<file path="src/rtl/div_pkg.sv">
// rtl/div_pkg.sv - shared width, counter and state definitions for div_reconstruct
package div_pkg;

  localparam int DIV_WIDTH = 16;
  localparam int DIV_CNT_W = $clog2(DIV_WIDTH + 1);

  typedef enum logic [1:0] {
    IDLE,
    MUL,
    ADD
  } state_t;

endpackage

</file>
<file path="src/rtl/div_reconstruct_if.sv">
// rtl/div_reconstruct_if.sv - operand load, handshake and result bundle for div_reconstruct
interface div_reconstruct_if
  import div_pkg::*;
#(
  parameter int WIDTH = DIV_WIDTH
) ();

  logic [WIDTH-1:0] d_q;
  logic [WIDTH-1:0] d_b;
  logic [WIDTH-1:0] d_r;
  logic             en_q;
  logic             en_b;
  logic             en_r;
  logic             start;
  logic             busy;
  logic             done;
  logic [WIDTH-1:0] result;
  logic             overflow;
  logic             rem_err;

  modport master (
    output d_q, d_b, d_r, en_q, en_b, en_r, start,
    input  busy, done, result, overflow, rem_err
  );

  modport slave (
    input  d_q, d_b, d_r, en_q, en_b, en_r, start,
    output busy, done, result, overflow, rem_err
  );

endinterface

</file>
<file path="src/rtl/mul_shift_add_dp.sv">
// rtl/mul_shift_add_dp.sv - shift-add multiplier datapath, one partial product per step
module mul_shift_add_dp
  import div_pkg::*;
#(
  parameter int WIDTH = DIV_WIDTH
) (
  input  logic               clk,
  input  logic               rstn,
  input  logic               load,
  input  logic               step,
  input  logic [WIDTH-1:0]   q,
  input  logic [WIDTH-1:0]   b,
  output logic [2*WIDTH-1:0] acc
);

  logic [WIDTH-1:0]   mplier;
  logic [2*WIDTH-1:0] mcand;

  always_ff @(posedge clk or negedge rstn) begin
    if (!rstn) begin
      acc    <= '0;
      mcand  <= '0;
      mplier <= '0;
    end else if (load) begin
      acc    <= '0;
      mcand  <= {{WIDTH{1'b0}}, b};
      mplier <= q;
    end else if (step) begin
      if (mplier[0]) begin
        acc <= acc + mcand;
      end
      mcand  <= mcand << 1;
      mplier <= mplier >> 1;
    end
  end

endmodule

</file>
<file path="src/rtl/div_reconstruct.sv">
// rtl/div_reconstruct.sv - rebuilds a dividend as q*b+r and flags overflow / invalid remainder
module div_reconstruct
  import div_pkg::*;
#(
  parameter int WIDTH = DIV_WIDTH
) (
  input logic              clk,
  input logic              rstn,
  div_reconstruct_if.slave bus
);

  localparam int CNT_W = $clog2(WIDTH + 1);

  logic [WIDTH-1:0]   q_reg;
  logic [WIDTH-1:0]   b_reg;
  logic [WIDTH-1:0]   r_reg;
  logic [WIDTH-1:0]   radd;
  logic [WIDTH-1:0]   b_snap;
  logic [CNT_W-1:0]   cnt;
  state_t             state;
  logic               busy_r;
  logic               done_r;
  logic [WIDTH-1:0]   result_r;
  logic               overflow_r;
  logic               rem_err_r;
  logic               dp_load;
  logic               dp_step;
  logic [2*WIDTH-1:0] acc;
  logic [2*WIDTH-1:0] full;

  always_ff @(posedge clk or negedge rstn) begin
    if (!rstn) begin
      q_reg <= '0;
      b_reg <= '0;
      r_reg <= '0;
    end else begin
      if (bus.en_q) q_reg <= bus.d_q;
      if (bus.en_b) b_reg <= bus.d_b;
      if (bus.en_r) r_reg <= bus.d_r;
    end
  end

  assign dp_load = (state == IDLE) && bus.start;
  assign dp_step = (state == MUL);

  mul_shift_add_dp #(
    .WIDTH(WIDTH)
  ) u_dp (
    .clk  (clk),
    .rstn (rstn),
    .load (dp_load),
    .step (dp_step),
    .q    (q_reg),
    .b    (b_reg),
    .acc  (acc)
  );

  // (2^W-1)^2 + (2^W-1) still fits in 2W bits, so this sum never wraps.
  assign full = acc + {{WIDTH{1'b0}}, radd};

  always_ff @(posedge clk or negedge rstn) begin
    if (!rstn) begin
      state      <= IDLE;
      cnt        <= '0;
      radd       <= '0;
      b_snap     <= '0;
      busy_r     <= 1'b0;
      done_r     <= 1'b0;
      result_r   <= '0;
      overflow_r <= 1'b0;
      rem_err_r  <= 1'b0;
    end else begin
      done_r <= 1'b0;
      case (state)
        IDLE: begin
          if (bus.start) begin
            radd   <= r_reg;
            b_snap <= b_reg;
            cnt    <= '0;
            busy_r <= 1'b1;
            state  <= MUL;
          end
        end
        MUL: begin
          cnt <= cnt + CNT_W'(1);
          if (cnt == CNT_W'(WIDTH - 1)) begin
            state <= ADD;
          end
        end
        ADD: begin
          result_r   <= full[WIDTH-1:0];
          overflow_r <= |full[2*WIDTH-1:WIDTH];
          rem_err_r  <= (radd >= b_snap);
          done_r     <= 1'b1;
          busy_r     <= 1'b0;
          state      <= IDLE;
        end
        default: begin
          busy_r <= 1'b0;
          state  <= IDLE;
        end
      endcase
    end
  end

  assign bus.busy     = busy_r;
  assign bus.done     = done_r;
  assign bus.result   = result_r;
  assign bus.overflow = overflow_r;
  assign bus.rem_err  = rem_err_r;

endmodule

</file>
<file path="src/flat_wrapper.sv">
// flat-port wrapper written by rule: the top's interface ports become plain ports
module div_reconstruct_flat import div_pkg::*;
#(
  parameter int WIDTH = DIV_WIDTH
)
  (clk, rstn, bus_d_q, bus_d_b, bus_d_r, bus_en_q, bus_en_b, bus_en_r, bus_start, bus_busy, bus_done, bus_result, bus_overflow, bus_rem_err);
  div_reconstruct_if #(.WIDTH(WIDTH)) bus_i ();
  input logic clk;
  input logic rstn;
  input wire logic [$bits(bus_i.d_q)-1:0] bus_d_q;
  input wire logic [$bits(bus_i.d_b)-1:0] bus_d_b;
  input wire logic [$bits(bus_i.d_r)-1:0] bus_d_r;
  input wire logic [$bits(bus_i.en_q)-1:0] bus_en_q;
  input wire logic [$bits(bus_i.en_b)-1:0] bus_en_b;
  input wire logic [$bits(bus_i.en_r)-1:0] bus_en_r;
  input wire logic [$bits(bus_i.start)-1:0] bus_start;
  output wire logic [$bits(bus_i.busy)-1:0] bus_busy;
  output wire logic [$bits(bus_i.done)-1:0] bus_done;
  output wire logic [$bits(bus_i.result)-1:0] bus_result;
  output wire logic [$bits(bus_i.overflow)-1:0] bus_overflow;
  output wire logic [$bits(bus_i.rem_err)-1:0] bus_rem_err;
  assign bus_i.d_q = bus_d_q;
  assign bus_i.d_b = bus_d_b;
  assign bus_i.d_r = bus_d_r;
  assign bus_i.en_q = bus_en_q;
  assign bus_i.en_b = bus_en_b;
  assign bus_i.en_r = bus_en_r;
  assign bus_i.start = bus_start;
  assign bus_busy = bus_i.busy;
  assign bus_done = bus_i.done;
  assign bus_result = bus_i.result;
  assign bus_overflow = bus_i.overflow;
  assign bus_rem_err = bus_i.rem_err;
  div_reconstruct #(.WIDTH(WIDTH)) u_core (.clk(clk), .rstn(rstn), .bus(bus_i));
endmodule
</file>
<file path="config.mk">
export PLATFORM = sky130hd
export DESIGN_NAME = div_reconstruct_flat
export DESIGN_NICKNAME = d
export VERILOG_FILES = /design/src/rtl/div_pkg.sv /design/src/rtl/div_reconstruct_if.sv /design/src/rtl/mul_shift_add_dp.sv /design/src/rtl/div_reconstruct.sv /design/src/flat_wrapper.sv
export SDC_FILE = /design/constraint.sdc
export NUM_CORES = 1
export LEC_CHECK = 0
export ABC_AREA = 1
export BUFFER_PORTS_ARGS = -buffer_cell sky130_fd_sc_hd__buf_2
export CORE_ASPECT_RATIO = 0.9
export CORE_MARGIN = 5
export CORE_UTILIZATION = 40
export DETAILED_ROUTE_END_ITERATION = 12
export MAX_ROUTING_LAYER = met4
export PLACE_DENSITY = 0.68
export SLEW_MARGIN = 10
export SYNTH_ARGS = -nofsm -noshare
export SYNTH_HDL_FRONTEND = slang
export SYNTH_SLANG_ARGS = --single-unit
export TNS_END_PERCENT = 10
</file>
<file path="constraint.sdc">
create_clock -name clk -period 2.7 [get_ports clk]
set_input_delay 0.675 -clock clk [delete_from_list [all_inputs] [get_ports clk]]
set_output_delay 0.675 -clock clk [all_outputs]
set_load 0.02 [all_outputs]
</file>
==> implementation parameters <==
Parameter                              Value

Routing
  First-pass iteration count of the detailed router ... 5
  DRC violation count after routing ... 0
  Vias after detailed routing ... around 9600
  Initial DRC count ... roughly 700
  Total wire length ... 29.53 mm
  DR vias/cell ... slightly above 5
  Antenna violation net count after detailed routing ... 0
  WL per Instance ... 15.86 µm

Cells and area
  Layout overhead on the synthesized area ... 13.20%
  Fill cell count ... between 2000 and 3000
  Ratio of cells with drive above 1 in the final layout ... about an eighth
  Registers with the most flip-flops ... u_core.u_dp.acc (32), u_core.u_dp.mcand (32)
  Number of antenna cells inserted ... 0
  Number of nets in the layout ... ~1600

STA
  Transition time at the pin with the least slew margin ... 872.4 ps
  Period Utilization, post-route ... a little under nine tenths
  Final setup violation count ... 0
  Unrepaired setup endpoints after global routing ... false
  Clock tree skew after final layout ... between 10 and 15 ps
  Worst-case setup margin in the final layout ... 385.8 ps
  Worst hold margin ... about 190 ps
  Number of endpoints with negative hold slack in the final report ... 0
  Final critical path time including I/O delays and setup ... 2314 ps
  Relative max-transition margin ... between 40% and 50%
  Maximum clock frequency ... about 430 MHz
  Final sum of negative setup slack ... 0 ps
  Final number of max-transition violations ... 0

Synth
  Post-Syn Nets ... 1544
  Proportion of netlist area held by the largest area contributor ... 42.52%
  Post-Syn Area ... around 11000 µm²
  EDFF count, synth ... 0
  Distinct cell type count after synthesis ... 45
  Share of synthesized area occupied by flip-flops and latches ... 42.52%
  Number of synthesized register bits ... between 150 and 200
  Top post-synthesis cells by area ... sky130_fd_sc_hd__dfrtp_1, sky130_fd_sc_hd__nand2_1, sky130_fd_sc_hd__ha_1
  Most used standard cell by instance count after synthesis ... sky130_fd_sc_hd__nand2_1
  Synthesis Warnings ... 0
  Synth top cells by count ... sky130_fd_sc_hd__nand2_1, sky130_fd_sc_hd__inv_1, sky130_fd_sc_hd__dfrtp_1, sky130_fd_sc_hd__o21ai_0, sky130_fd_sc_hd__nor2_1
  Cell type with the largest total area after synthesis ... sky130_fd_sc_hd__dfrtp_1
  Mapped Avg Cell Area ... between 7 and 8 µm²
  Mapped Cells ... approximately 1400
  Top FF cell, synth ... sky130_fd_sc_hd__dfrtp_1
  Fraction of registers with async set/reset ... between 90% and 100%

Power
  Combinational share of power ... roughly half
  Fraction of power consumed by the clock network ... roughly a fifth
  Static leakage power ... approximately 6.4 nW
  Switching component of the power ... about 6.7 mW
  Sequential share of power ... 31.9%
  Peak ir drop on the vdd network ... about 580 µV
  Share of total power consumed by net switching ... 46.48%
  Power per unit of standard cell area ... 1156 nW/µm²
  Internal power ... between 7 and 8 mW

CTS
  Clock root buffer ... sky130_fd_sc_hd__clkbuf_16
  Clk buf depth ... 2
  CTS tree ... yes
  Clock sinks ... approximately 190
  Clock buffer count from CTS ... 17
  Register clock-pin slew on the reported worst setup and hold paths ... 80 ps
  Number of buffers inserted to repair setup after CTS ... 0
  Number of cells upsized or downsized after cts ... 0
  CTS H-tree depth ... 4
  Hold buffers post-CTS ... 0
  Insertion delay of the later-clocked pin in the worst-skew pair ... approximately 450 ps

Global routing
  Total global routing track utilization ... about a fifth
  Wire length of the first global-routing pass ... ~49 mm
  Met2 Track Usage GR ... 28.13%
  Grt total ovfl ... 0
  Met1 Resource Use GR ... 30.21%
  Most used routing layer in global routing ... met1
  Met3 global-route usage ... between 4 and 5%
  Largest net degree at the start of global routing ... 65
  Initial antenna violation count ... 0
  Number of global-route vias before repair ... ~9200

Die
  Standard-cell row count ... 57
  Height of the chip ... roughly 170 µm
  Initial core utilization ... between 40% and 50%
  Area of the core region ... between 20000 and 30000 µm²
  Area of the die ... roughly 31000 µm²
  Die width ... 184.8 µm
  Number of top-level pins ... 74

Setup path
  Buffers plus inverters on the worst setup path ... 0
  Dominant delay contributor by cell family on the critical path ... simple AND/OR/NAND/NOR gates
  Slowest CP cell ... sky130_fd_sc_hd__fa_1
  Kind of start point of the critical path ... flop
  Critical path cell sequence ... ha_1, fa_1, nand3_1, nand3_2, nand2_1, nand2_2, nand2_1, nand2_1, nand2_1, nand2_1, nand2_1, nand2_1, nor2_1, nand2_1, nor2_1, a21oi_1
  Category of the critical setup timing path ... flop to flop
  Data required time at the worst endpoint ... about 3000 ps
  Crit path largest cell delay ... 440 ps
  Capturing element type of the critical path ... flop
  Cell seen most often among critical-path stages ... sky130_fd_sc_hd__nand2_1
  Crit path arrival time ... around 2600 ps
  Biggest fanout along the worst timing path ... 5

Placed design
  Final Wtd Congestion ... a little under 1
  Port bufs ... 73
  Detailed Place HPWL ... around 23 mm
  Placement-stage worst setup slack ... slightly above 300 ps

Worst hold path
  Type of the worst min-delay path ... input port to async pin

Flow run
  Count of maximum capacitance violations ... 0

Status
  Result of the run ... finished, final reports clean
power groups by stage:
stage	sequential (mW)	combinational, mW	clock [mW]
2_1_floorplan	4.35	5.06	0
3_3_place_gp	4.59	6.80	0
3_5_place_dp	4.61	6.92	0
4_1_cts	4.57	6.99	2.81
5_1_grt	4.69	7.97	2.92
6_report	4.59	7.05	2.76
metrics by stage:
stage	instance area, µm²	total power [mW]	instances	utilization, %
2_1_floorplan	11000	9.414	1423	-
3_3_place_gp	11810	11.40	1830	43.69
3_5_place_dp	11810	11.54	1830	43.69
4_1_cts	12460	14.37	1862	46.09
5_1_grt	12460	15.58	1862	46.09
6_report	12460	14.40	1862	46.09
path summary, 6_finish.rpt:
kind,start,endpoint,depth (start not counted),slack (ps)
max in group asynchronous,rstn,u_core.u_dp.acc[3]$_DFFE_PN0P_,2,1820
worst min register to register,u_core.bus.result[15]$_DFFE_PN0P_,u_core.bus.result[15]$_DFFE_PN0P_,2,480
worst max register to register,u_core.u_dp.acc[0]$_DFFE_PN0P_,u_core.bus.overflow$_DFFE_PN0P_,16,390
worst min-delay path,rstn,u_core.b_snap[6]$_DFFE_PN0P_,1,190
worst max-delay path,u_core.u_dp.acc[0]$_DFFE_PN0P_,u_core.bus.overflow$_DFFE_PN0P_,16,390
min in group clk,bus_d_r[8],u_core.r_reg[8]$_DFFE_PN0P_,3,430
kinds of logic (layout without fill, tap and decap cells):
kind of cell               Yosys count  in the layout  synth area share, %
AOI/OAI and AO/OA                  279            279                14.86
xor gates and xnor gates            19             19                1.512
adders and majority gates           67             67                7.754
buffers and inverters              238            323                8.221
DFF                                187            187                42.52
muxes                               17             17                1.740
and+or+nand+nor                    616            616                23.39
layout by cell type, fill, tap and decap left out, drive strengths merged, types with 18 or more instances in the layout:
| cell | instances |
|---|---|
| nand2 | 424 |
| inv | 211 |
| dfrtp | 187 |
| o21ai | 130 |
| nor2 | 100 |
| buf | 85 |
| a21oi | 66 |
| ha | 65 |
| nand3 | 57 |
| o22ai | 24 |
| o221ai | 18 |
| clkbuf | 18 |
area by class of cell:
class | count | area (µm²) | share of cell area [%]
Clock inverter | 15 | 222.7 | 1.788
Inverter | 205 | 769.5 | 6.177
Sequential cell | 187 | 4679 | 37.57
Multi-Input combinational cell | 998 | 5420 | 43.51
Clock buffer | 17 | 425.4 | 3.415
Tap cell | 354 | 442.9 | 3.556
Timing Repair Buffer | 86 | 496.7 | 3.988
per-layer routing:
layer	up-vias	part of all wire (%)
met5	-	0
met4	0	1.7
met3	33	6.5
met2	262	42
met1	4479	50
li1	4806	-
Note: power is estimated with default switching activity, not from simulation.
